File: src/rtl/fmac_adders_pipe.sv
// fmac_adders_pipe
//
// Pipelined FMAC end-around-carry adder stage. Sits between the carry-save
// multiplier/aligner and the LZA/normaliser. The low carry-save pair is summed
// by parallel uninverted and inverted adders in stage 1. Stage 2 builds the
// high-part increment/decrement, picks the positive magnitude, derives the
// result sign and forms the LZA operands. A valid/ready handshake with
// back-pressure, a flush and a pass-through tag travel with each operation.
//
// Build option: define FMAC_ADDERS_OUTREG_EN to register the stage-2 results.
// That gives 2-cycle latency and 2 ops in flight. Without it, stage 2 is
// combinational from the stage-1 flops: 1-cycle latency and 1 op in flight.
//
// Ports (WL = 2*C_MANT+2, WH = C_MANT+4, WO = 3*C_MANT+5):
//   Clk_CI, Rst_RBI           clock (rising edge), synchronous active-low reset
//   In_valid_SI/In_ready_SO   input handshake
//   AL_DI, BL_DI [WL]         low carry-save sum / carry
//   BH_DI [WH]                aligned high addend
//   Sub_SI, Sign_cor_SI[3]    effective subtraction, sign-correction bits
//   Sign_amt_DI, Sft_stop_SI  addend dominates / addend fully shifted out
//   Sign_postalig_DI          sign after alignment
//   Tag_DI [C_TAG]            opaque sideband, returned on Tag_DO
//   Flush_SI                  kill everything in flight
//   Out_valid_SO/Out_ready_SI output handshake
//   Sum_pos_DO [WO]           positive magnitude
//   Sign_out_DO               result sign
//   A_LZA_DO, B_LZA_DO [WO]   LZA operands
//   Tag_DO [C_TAG]            tag of the current output

module fmac_adders_pipe #(
    parameter int unsigned C_MANT = 23,
    parameter int unsigned C_TAG  = 4
) (
    input  logic                  Clk_CI,
    input  logic                  Rst_RBI,
    input  logic                  In_valid_SI,
    output logic                  In_ready_SO,
    input  logic [2*C_MANT+1:0]   AL_DI,
    input  logic [2*C_MANT+1:0]   BL_DI,
    input  logic [C_MANT+3:0]     BH_DI,
    input  logic                  Sub_SI,
    input  logic [2:0]            Sign_cor_SI,
    input  logic                  Sign_amt_DI,
    input  logic                  Sft_stop_SI,
    input  logic                  Sign_postalig_DI,
    input  logic [C_TAG-1:0]      Tag_DI,
    input  logic                  Flush_SI,
    output logic                  Out_valid_SO,
    input  logic                  Out_ready_SI,
    output logic [3*C_MANT+4:0]   Sum_pos_DO,
    output logic                  Sign_out_DO,
    output logic [3*C_MANT+4:0]   A_LZA_DO,
    output logic [3*C_MANT+4:0]   B_LZA_DO,
    output logic [C_TAG-1:0]      Tag_DO
);

    localparam int unsigned WL = 2*C_MANT+2;
    localparam int unsigned WH = C_MANT+4;
    localparam int unsigned WO = 3*C_MANT+5;

    // ------------------------------------------------------------------
    // Stage 1: low adders, computed straight from the inputs
    // ------------------------------------------------------------------
    logic          w_cpc;
    logic [WL:0]   w_sum_u;
    logic [WL+1:0] w_sum_i;
    logic          w_unused_si0;

    assign w_cpc   = Sign_amt_DI ? 1'b0 : ((~|Sign_cor_SI) ^ BL_DI[WL-1]);
    assign w_sum_u = {1'b0, AL_DI} + {w_cpc, BL_DI[WL-2:0], Sub_SI};
    // Inverted adder; the sum is taken modulo 2^(WL+2)
    assign w_sum_i = {1'b1, ~AL_DI, 1'b1} + {~w_cpc, ~BL_DI[WL-2:0], 2'b11}
                   + {{WL{1'b0}}, 2'b10};
    // Si[0] never reaches an output
    assign w_unused_si0 = w_sum_i[0];

    logic             r_s1_valid;
    logic             r_s1_cu;
    logic [WL-1:0]    r_s1_su;
    logic             r_s1_ci;
    logic [WL-1:0]    r_s1_si;     // Si[WL:1]
    logic [WH-1:0]    r_s1_bh;
    logic             r_s1_sft_stop;
    logic             r_s1_sign_amt;
    logic             r_s1_sign_postalig;
    logic [C_TAG-1:0] r_s1_tag;

    logic w_s1_load;
    logic w_s1_advance;

    assign In_ready_SO = ~r_s1_valid | w_s1_advance | Flush_SI;
    assign w_s1_load   = In_valid_SI & In_ready_SO & ~Flush_SI;

    always_ff @(posedge Clk_CI) begin
        if (!Rst_RBI) begin
            r_s1_valid <= 1'b0;
        end else if (Flush_SI) begin
            r_s1_valid <= 1'b0;
        end else if (w_s1_load) begin
            r_s1_valid <= 1'b1;
        end else if (w_s1_advance) begin
            r_s1_valid <= 1'b0;
        end
    end

    always_ff @(posedge Clk_CI) begin
        if (!Rst_RBI) begin
            r_s1_cu            <= 1'b0;
            r_s1_su            <= '0;
            r_s1_ci            <= 1'b0;
            r_s1_si            <= '0;
            r_s1_bh            <= '0;
            r_s1_sft_stop      <= 1'b0;
            r_s1_sign_amt      <= 1'b0;
            r_s1_sign_postalig <= 1'b0;
            r_s1_tag           <= '0;
        end else if (w_s1_load) begin
            r_s1_cu            <= w_sum_u[WL];
            r_s1_su            <= w_sum_u[WL-1:0];
            r_s1_ci            <= w_sum_i[WL+1];
            r_s1_si            <= w_sum_i[WL:1];
            r_s1_bh            <= BH_DI;
            r_s1_sft_stop      <= Sft_stop_SI;
            r_s1_sign_amt      <= Sign_amt_DI;
            r_s1_sign_postalig <= Sign_postalig_DI;
            r_s1_tag           <= Tag_DI;
        end
    end

    // ------------------------------------------------------------------
    // Stage 2: high part and output selection, from the stage-1 flops
    // ------------------------------------------------------------------
    logic [WH-1:0] w_hu;
    logic [WH-1:0] w_hi;
    logic          w_unused_hi_msb;
    logic [WO-1:0] w_sum_pos;
    logic          w_sign_out;
    logic [WO-1:0] w_a_lza;
    logic [WO-1:0] w_b_lza;

    assign w_hu = r_s1_cu ? (r_s1_bh + WH'(1)) : r_s1_bh;
    assign w_hi = r_s1_ci ? ~r_s1_bh : (~r_s1_bh - WH'(1));
    assign w_unused_hi_msb = w_hi[WH-1];

    always_comb begin
        w_sum_pos = '0;
        if (r_s1_sft_stop) begin
            w_sum_pos = {{(WO-WL){1'b0}}, r_s1_su};
        end else if (r_s1_sign_amt) begin
            w_sum_pos = {r_s1_bh[WH-2:0], {WL{1'b0}}};
        end else if (w_hu[WH-1]) begin
            // High part went negative: take the inverted-path magnitude
            w_sum_pos = {w_hi[WH-2:0], r_s1_si};
        end else begin
            w_sum_pos = {w_hu[WH-2:0], r_s1_su};
        end
    end

    assign w_sign_out = r_s1_sign_amt ? r_s1_sign_postalig
                                      : (w_hu[WH-1] ^ r_s1_sign_postalig);
    assign w_a_lza    = {r_s1_bh[WH-2:0], {WL{1'b0}}};
    assign w_b_lza    = r_s1_sign_amt ? '0
                                      : {{(WO-WL-1){1'b0}}, r_s1_cu, r_s1_su};

`ifdef FMAC_ADDERS_OUTREG_EN
    logic             r_s2_valid;
    logic [WO-1:0]    r_s2_sum_pos;
    logic             r_s2_sign_out;
    logic [WO-1:0]    r_s2_a_lza;
    logic [WO-1:0]    r_s2_b_lza;
    logic [C_TAG-1:0] r_s2_tag;
    logic             w_s2_advance;

    assign w_s2_advance = r_s2_valid & Out_ready_SI;
    assign w_s1_advance = r_s1_valid & (~r_s2_valid | Out_ready_SI);

    always_ff @(posedge Clk_CI) begin
        if (!Rst_RBI) begin
            r_s2_valid <= 1'b0;
        end else if (Flush_SI) begin
            r_s2_valid <= 1'b0;
        end else if (w_s1_advance) begin
            r_s2_valid <= 1'b1;
        end else if (w_s2_advance) begin
            r_s2_valid <= 1'b0;
        end
    end

    always_ff @(posedge Clk_CI) begin
        if (!Rst_RBI) begin
            r_s2_sum_pos  <= '0;
            r_s2_sign_out <= 1'b0;
            r_s2_a_lza    <= '0;
            r_s2_b_lza    <= '0;
            r_s2_tag      <= '0;
        end else if (w_s1_advance && !Flush_SI) begin
            r_s2_sum_pos  <= w_sum_pos;
            r_s2_sign_out <= w_sign_out;
            r_s2_a_lza    <= w_a_lza;
            r_s2_b_lza    <= w_b_lza;
            r_s2_tag      <= r_s1_tag;
        end
    end

    assign Out_valid_SO = r_s2_valid;
    assign Sum_pos_DO   = r_s2_sum_pos;
    assign Sign_out_DO  = r_s2_sign_out;
    assign A_LZA_DO     = r_s2_a_lza;
    assign B_LZA_DO     = r_s2_b_lza;
    assign Tag_DO       = r_s2_tag;
`else
    assign w_s1_advance = r_s1_valid & Out_ready_SI;

    assign Out_valid_SO = r_s1_valid;
    assign Sum_pos_DO   = w_sum_pos;
    assign Sign_out_DO  = w_sign_out;
    assign A_LZA_DO     = w_a_lza;
    assign B_LZA_DO     = w_b_lza;
    assign Tag_DO       = r_s1_tag;
`endif

endmodule

File: config.mk
export PLATFORM = sky130hd
export DESIGN_NAME = fmac_adders_pipe
export DESIGN_NICKNAME = d
export VERILOG_FILES = /design/src/rtl/fmac_adders_pipe.sv
export SDC_FILE = /design/constraint.sdc
export NUM_CORES = 1
export LEC_CHECK = 0
export ABC_CLOCK_PERIOD_IN_PS = 5700
export BUFFER_PORTS_ARGS = -buffer_cell sky130_fd_sc_hd__buf_2
export CORE_AREA = 2 2 192 194
export CTS_CLUSTER_SIZE = 10
export DETAILED_ROUTE_END_ITERATION = 8
export DIE_AREA = 0 0 194 196
export GPL_ROUTABILITY_DRIVEN = 0
export RECOVER_POWER = 50
export SLEW_MARGIN = 40
export SYNTH_ARGS = -nofsm -noshare
export SYNTH_HDL_FRONTEND = slang
export SYNTH_SLANG_ARGS = --single-unit
File: constraint.sdc
create_clock -name Clk_CI -period 5.7 [get_ports Clk_CI]
set_input_delay 0.285 -clock Clk_CI [delete_from_list [all_inputs] [get_ports Clk_CI]]
set_output_delay 0.285 -clock Clk_CI [all_outputs]
set_load 0.03 [all_outputs]
# Word level (Yosys, flattened, before mapping)
# Cells that the tools add are included.
classes:
  muxes: 10
  bitwise: 14
  reduce_logical: 4
  add_sub_neg: 5
op_table:
  columns: ["op", "n"]
  rows:
  - ["2-to-1 mux 74 bit", 3]
  - ["adder 50 x 2 -> 50 bit (second input constant)", 1]
  - ["adder 50 bit", 1]
  - ["adder 48 x 49 -> 49 bit", 1]
  - ["2-to-1 mux 49 bit", 1]
  - ["NOT 48 bit", 1]
  - ["NOT 47 bit", 1]
  - ["adder 27 x 1 -> 27 bit (second input constant)", 1]
  - ["2-to-1 mux 27 bit", 1]
  - ["2-to-1 mux 26 bit", 1]
  - ["NOT 26 bit", 1]
  - ["subtractor 26 x 1 -> 26 bit (second input constant)", 1]
  - ["2-to-1 mux 1 bit", 4]
  - ["NOT 1 bit", 4]
  - ["bitwise AND 1 bit", 3]
  - ["OR reduction 3 bit", 1]
  - ["bitwise OR 1 bit", 2]
  - ["nonzero test 2 bit", 1]
  - ["OR reduction 2 bit", 1]
  - ["XOR 1 bit", 2]
  - ["zero test 1 bit", 1]
totals:
  out_inout_bits: 229
  inputBits: 139
  reg_bits: 133
  wordCells: 43

# Logic depth before layout (Yosys ltp)
logic_depth:
  ltp_word: 7
  mapped_depth: 13
  ltp_nobuf: 13

# Worst setup path before layout
# No wires, ideal clock.
synth_timing:
  kind: "reg2out"
  from: "register r_s1_bh[1]"
  to: "output Sum_pos_DO[39]"
  stages_incl_launch_ff: 11
  n_path_buf: 2
  required_time_ns: 5.415
  setup_slack_ns: 2.429
  arrival_time_ns: 2.986
  cell_sequence: "dfxtp_1 ha_1 and3_1 and4_1 nand3_1 nor3_4 xnor2_2 clkbuf_1 clkbuf_1 a22oi_1 o21ai_0"
synth_between:
  elab_chain_len: 5
synth_rtl:
  columns: ["item", "line_no", "source"]
  rows:
  - ["start: declaration", "82", "logic [WH-1:0] r_s1_bh;"]
  - ["start signal: assignment", "112", "r_s1_bh <= '0;"]
  - ["start signal: assignment", "122", "r_s1_bh <= BH_DI;"]
  - ["adder 27 x 1 -> 27 bit", "141", "assign w_hu = r_s1_cu ? (r_s1_bh + WH'(1)) : r_s1_bh;"]
  - ["2-to-1 mux 27 bit", "141", null]
  - ["2-to-1 mux 74 bit", "151", "end else if (w_hu[WH-1]) begin"]
  - ["2-to-1 mux 74 bit", "149", "end else if (r_s1_sign_amt) begin"]
  - ["2-to-1 mux 74 bit", "147", "if (r_s1_sft_stop) begin"]
  - ["end: declaration", "50", "output logic [3*C_MANT+4:0] Sum_pos_DO,"]
# No other way between the ends.

# Final worst setup path
layout_timing:
  from: "register r_s1_valid, in the netlist Out_valid_SO"
  to: "register r_s1_su[39]"
layout_between:
  elab_chain_len: 5
  word_cells_on_any_way: 6
  classes_between: "bitwise: 6"
layout_rtl:
  columns: ["item", "line_no", "source"]
  rows:
  - ["start: declaration", "77", "logic r_s1_valid;"]
  - ["start signal: assignment", "96", "r_s1_valid <= 1'b0;"]
  - ["start signal: assignment", "98", "r_s1_valid <= 1'b0;"]
  - ["start signal: assignment", "100", "r_s1_valid <= 1'b1;"]
  - ["bitwise AND 1 bit / NOT 1 bit (equally long branches)", "212, 91", null]
  - ["bitwise OR 1 bit (*) (2 in a row)", "91", "assign In_ready_SO = ~r_s1_valid | w_s1_advance | Flush_SI;"]
  - ["bitwise AND 1 bit (*) (2 in a row)", "92", "assign w_s1_load = In_valid_SI & In_ready_SO & ~Flush_SI;"]
  - ["end signal: assignment", "119", "r_s1_su <= w_sum_u[WL-1:0];"]
  - ["end: declaration", "79", "logic [WL-1:0] r_s1_su;"]
# Every way passes the cells marked *; elsewhere a longest branch is shown, timed or not.
# A chain may end at the register's enable or synchronous reset.

==> summary.txt <==
status: finished with violations
failing checks: max-capacitance violations, max-slew violations
Core Util, Final: 0.445
Rel. slew slack: -1.49
Post-Synth XOR/XNOR Area: 0.0736
DRC: 0
Avg Cell Area, Syn: 7.15 um^2
most common cell in the netlist: nand2_1
# diodes: 0
Post-Synth Adder-Cell Area: 0.126
Synth-to-Final Area Change: 12.7%
Clock Latency Late Sink: 0.43 ns
Ys Warns: 0
Tot GR Track Use: 0.237
Max IR drop VDD: 0.149 mV
max-slew violations: 175
Detailed Route WL: 47.0 mm
critical path arrival: 5.04 ns
via-per-instance ratio: 5.44
clock sink count: 133
initial core utilization: 0.395
Slew @ Worst Pin: 3.73 ns
Worst-path clk slew: 0.06 ns
largest net degree at the start of global routing: 80
clk buf depth: 2
Cell Pwr Density: 239 nW/um^2
Post-CTS Setup Repair Bufs: 0
CTS H-tree lvls: 4
Yosys top cell by area: dfxtp_1
Sum Neg Setup Slack: 0 ns
Inst Count DP: 2,616
number of synthesized flops with an enable pin: 0
Post-Syn Area: 14,200 um^2
maxcap violations: 4
mux contribution to synthesized area: 0.00492
RSZ-0062 raised after global routing: false
# resized after CTS: 0
fin cells: 2,648
critical path class: reg2reg
CTS root buf: clkbuf_16
sequential-to-total area share from yosys stat: 0.187
Post-Synthesis Cells: 1,992
CP endpoint kind: flop
nets@finish: 2,447
layout cell share with drive strength beyond 1: 0.131
Die Area: 38,000 um^2
total CTS buffers: 17
crit share post-route: 0.823
Die Y: 196 um
DR vias: 14,400
ys flop type: dfxtp_1
largest family of logic cells by synthesized area: compound AO/OA/AOI/OAI gates
top cells by area, synth: dfxtp_1 19%, ha_1 12%, nand2_1 7.3%, buf_4 5.5%, o21ai_0 5.4%
antenna violations before repair: 0
Final setup viols: 0
Synth top area share: 0.187
critical path required time: 6.04 ns
HPWL after DPL: 36.0 mm
Tmin final: 4.69 ns
Antenna Violating Nets Remaining: 0
async set-reset flop share out of synthesis: 0
global-route wire length before repair: 72.7 mm
worst hold slack: 0.0534 ns
Synth Area in Compound Gates: 0.276
average routed wire per standard cell: 17.8 um
Port Buf Inserts: 294
Final Hold Viols: 0
synth unique cells: 82
Max FO, Critical Path: 74
simple-gate portion of the synthesized area: 0.210
P_leak: 7.43 nW
flops & latches, synth: 133
Fmax: 213 MHz
CTS tree: built
clk_skew: 0.00824 ns
core area: 36,100 um^2
initial drt markers: 977
IO Pins: 368
commonest cells in the netlist: 276 x nand2_1, 155 x o21ai_0, 138 x ha_1
Worst R2R Setup Slack: 1.01 ns
GR Overflow Total: 0
CP Launch Type: flop
worst min-delay path class: in2reg
chip width: 194 um
first drt pass iteration count: 5
vias in the first global route: 13,400
hold_buf cts: 0
Core Rows: 70
cell families after synthesis:
group	after synthesis
simple gates	628
buf+inv	351
flops	133
fa+ha+maj	143
xor+xnor	118
mux	7
other cells	1
compound gates	611
state kept, by name, summed over array words and instances, names as in the netlist:
signal / cells
Out_valid_SO: 1
Tag_DO: 4
r_s1_bh: 27
r_s1_ci: 1
r_s1_cu: 1
r_s1_sft_stop: 1
r_s1_si: 48
r_s1_sign_amt: 1
r_s1_sign_postalig: 1
r_s1_su: 48
worst paths after layout:
| kind | cells after the start | end | from |
|---|---|---|---|
| hold reg to reg | 2 | r_s1_si[36] | r_s1_si[36] |
| setup / recovery | 6 | r_s1_su[39] | Out_valid_SO |
| setup reg to reg | 6 | r_s1_su[39] | Out_valid_SO |
| hold / removal | 2 | Out_valid_SO | Flush_SI |
report_power, final:
part	switching, mW	total [mW]	internal (mW)
combinational	0.966	1.48	0.510
sequential	0.0841	1.08	1.00
clock	0.470	1.27	0.801
total	1.52	3.83	2.31
layout make-up:
class	count	area, um^2
multi-input cells	1580	10200
repair buffers	307	1500
clock buffers	20	457
fillers	3785	20000
clock inverters	11	200
well taps	468	586
flip-flops and latches	133	2660
inverters	129	484
stage by stage:
stage / total power, mW / setup WS, ns / area [um^2]
6_report: 3.83 / 1.01 / 16100
5_1_grt: 4.04 / 0.614 / 16100
2_1_floorplan: 2.21 / 2.43 / 14500
3_3_place_gp: 2.55 / 2.02 / 15400
3_5_place_dp: 2.57 / 1.93 / 15500
4_1_cts: 3.84 / 1.45 / 16200
critical path: stages (launching register included):
cell and delay [ns]:
dfxtp_1 0.31, nor2b_1 0.16, nor3b_1 0.27, buf_4 0.35, clkbuf_1 2.65, o21ai_0 0.51
a21boi_0 0.31
layer usage:
| metal | part of all wire | global-route usage | wire length, um |
|---|---|---|---|
| met5 | 0 | 0 | 0 |
| met4 | 0.021 | 0.0679 | 967 |
| met3 | 0.056 | 0.0294 | 2650 |
| met2 | 0.47 | 0.400 | 21900 |
| met1 | 0.46 | 0.317 | 21500 |
layout by cell type (no fill, tap or decap), drive strengths merged, types with 32 or more instances in the layout:
cell / instances
o21ai: 169
inv: 129
a21oi: 137
buf: 224
nand2: 276
ha: 138
nand3: 43
a22oi: 44
dfxtp: 133
conb: 73
and2: 33
nor2b: 63
clkbuf: 103
nor2: 88
nand4: 32
xnor2: 73
a21boi: 46
a21o: 67
xor2: 45
Note: power is estimated with default switching activity, not from simulation.
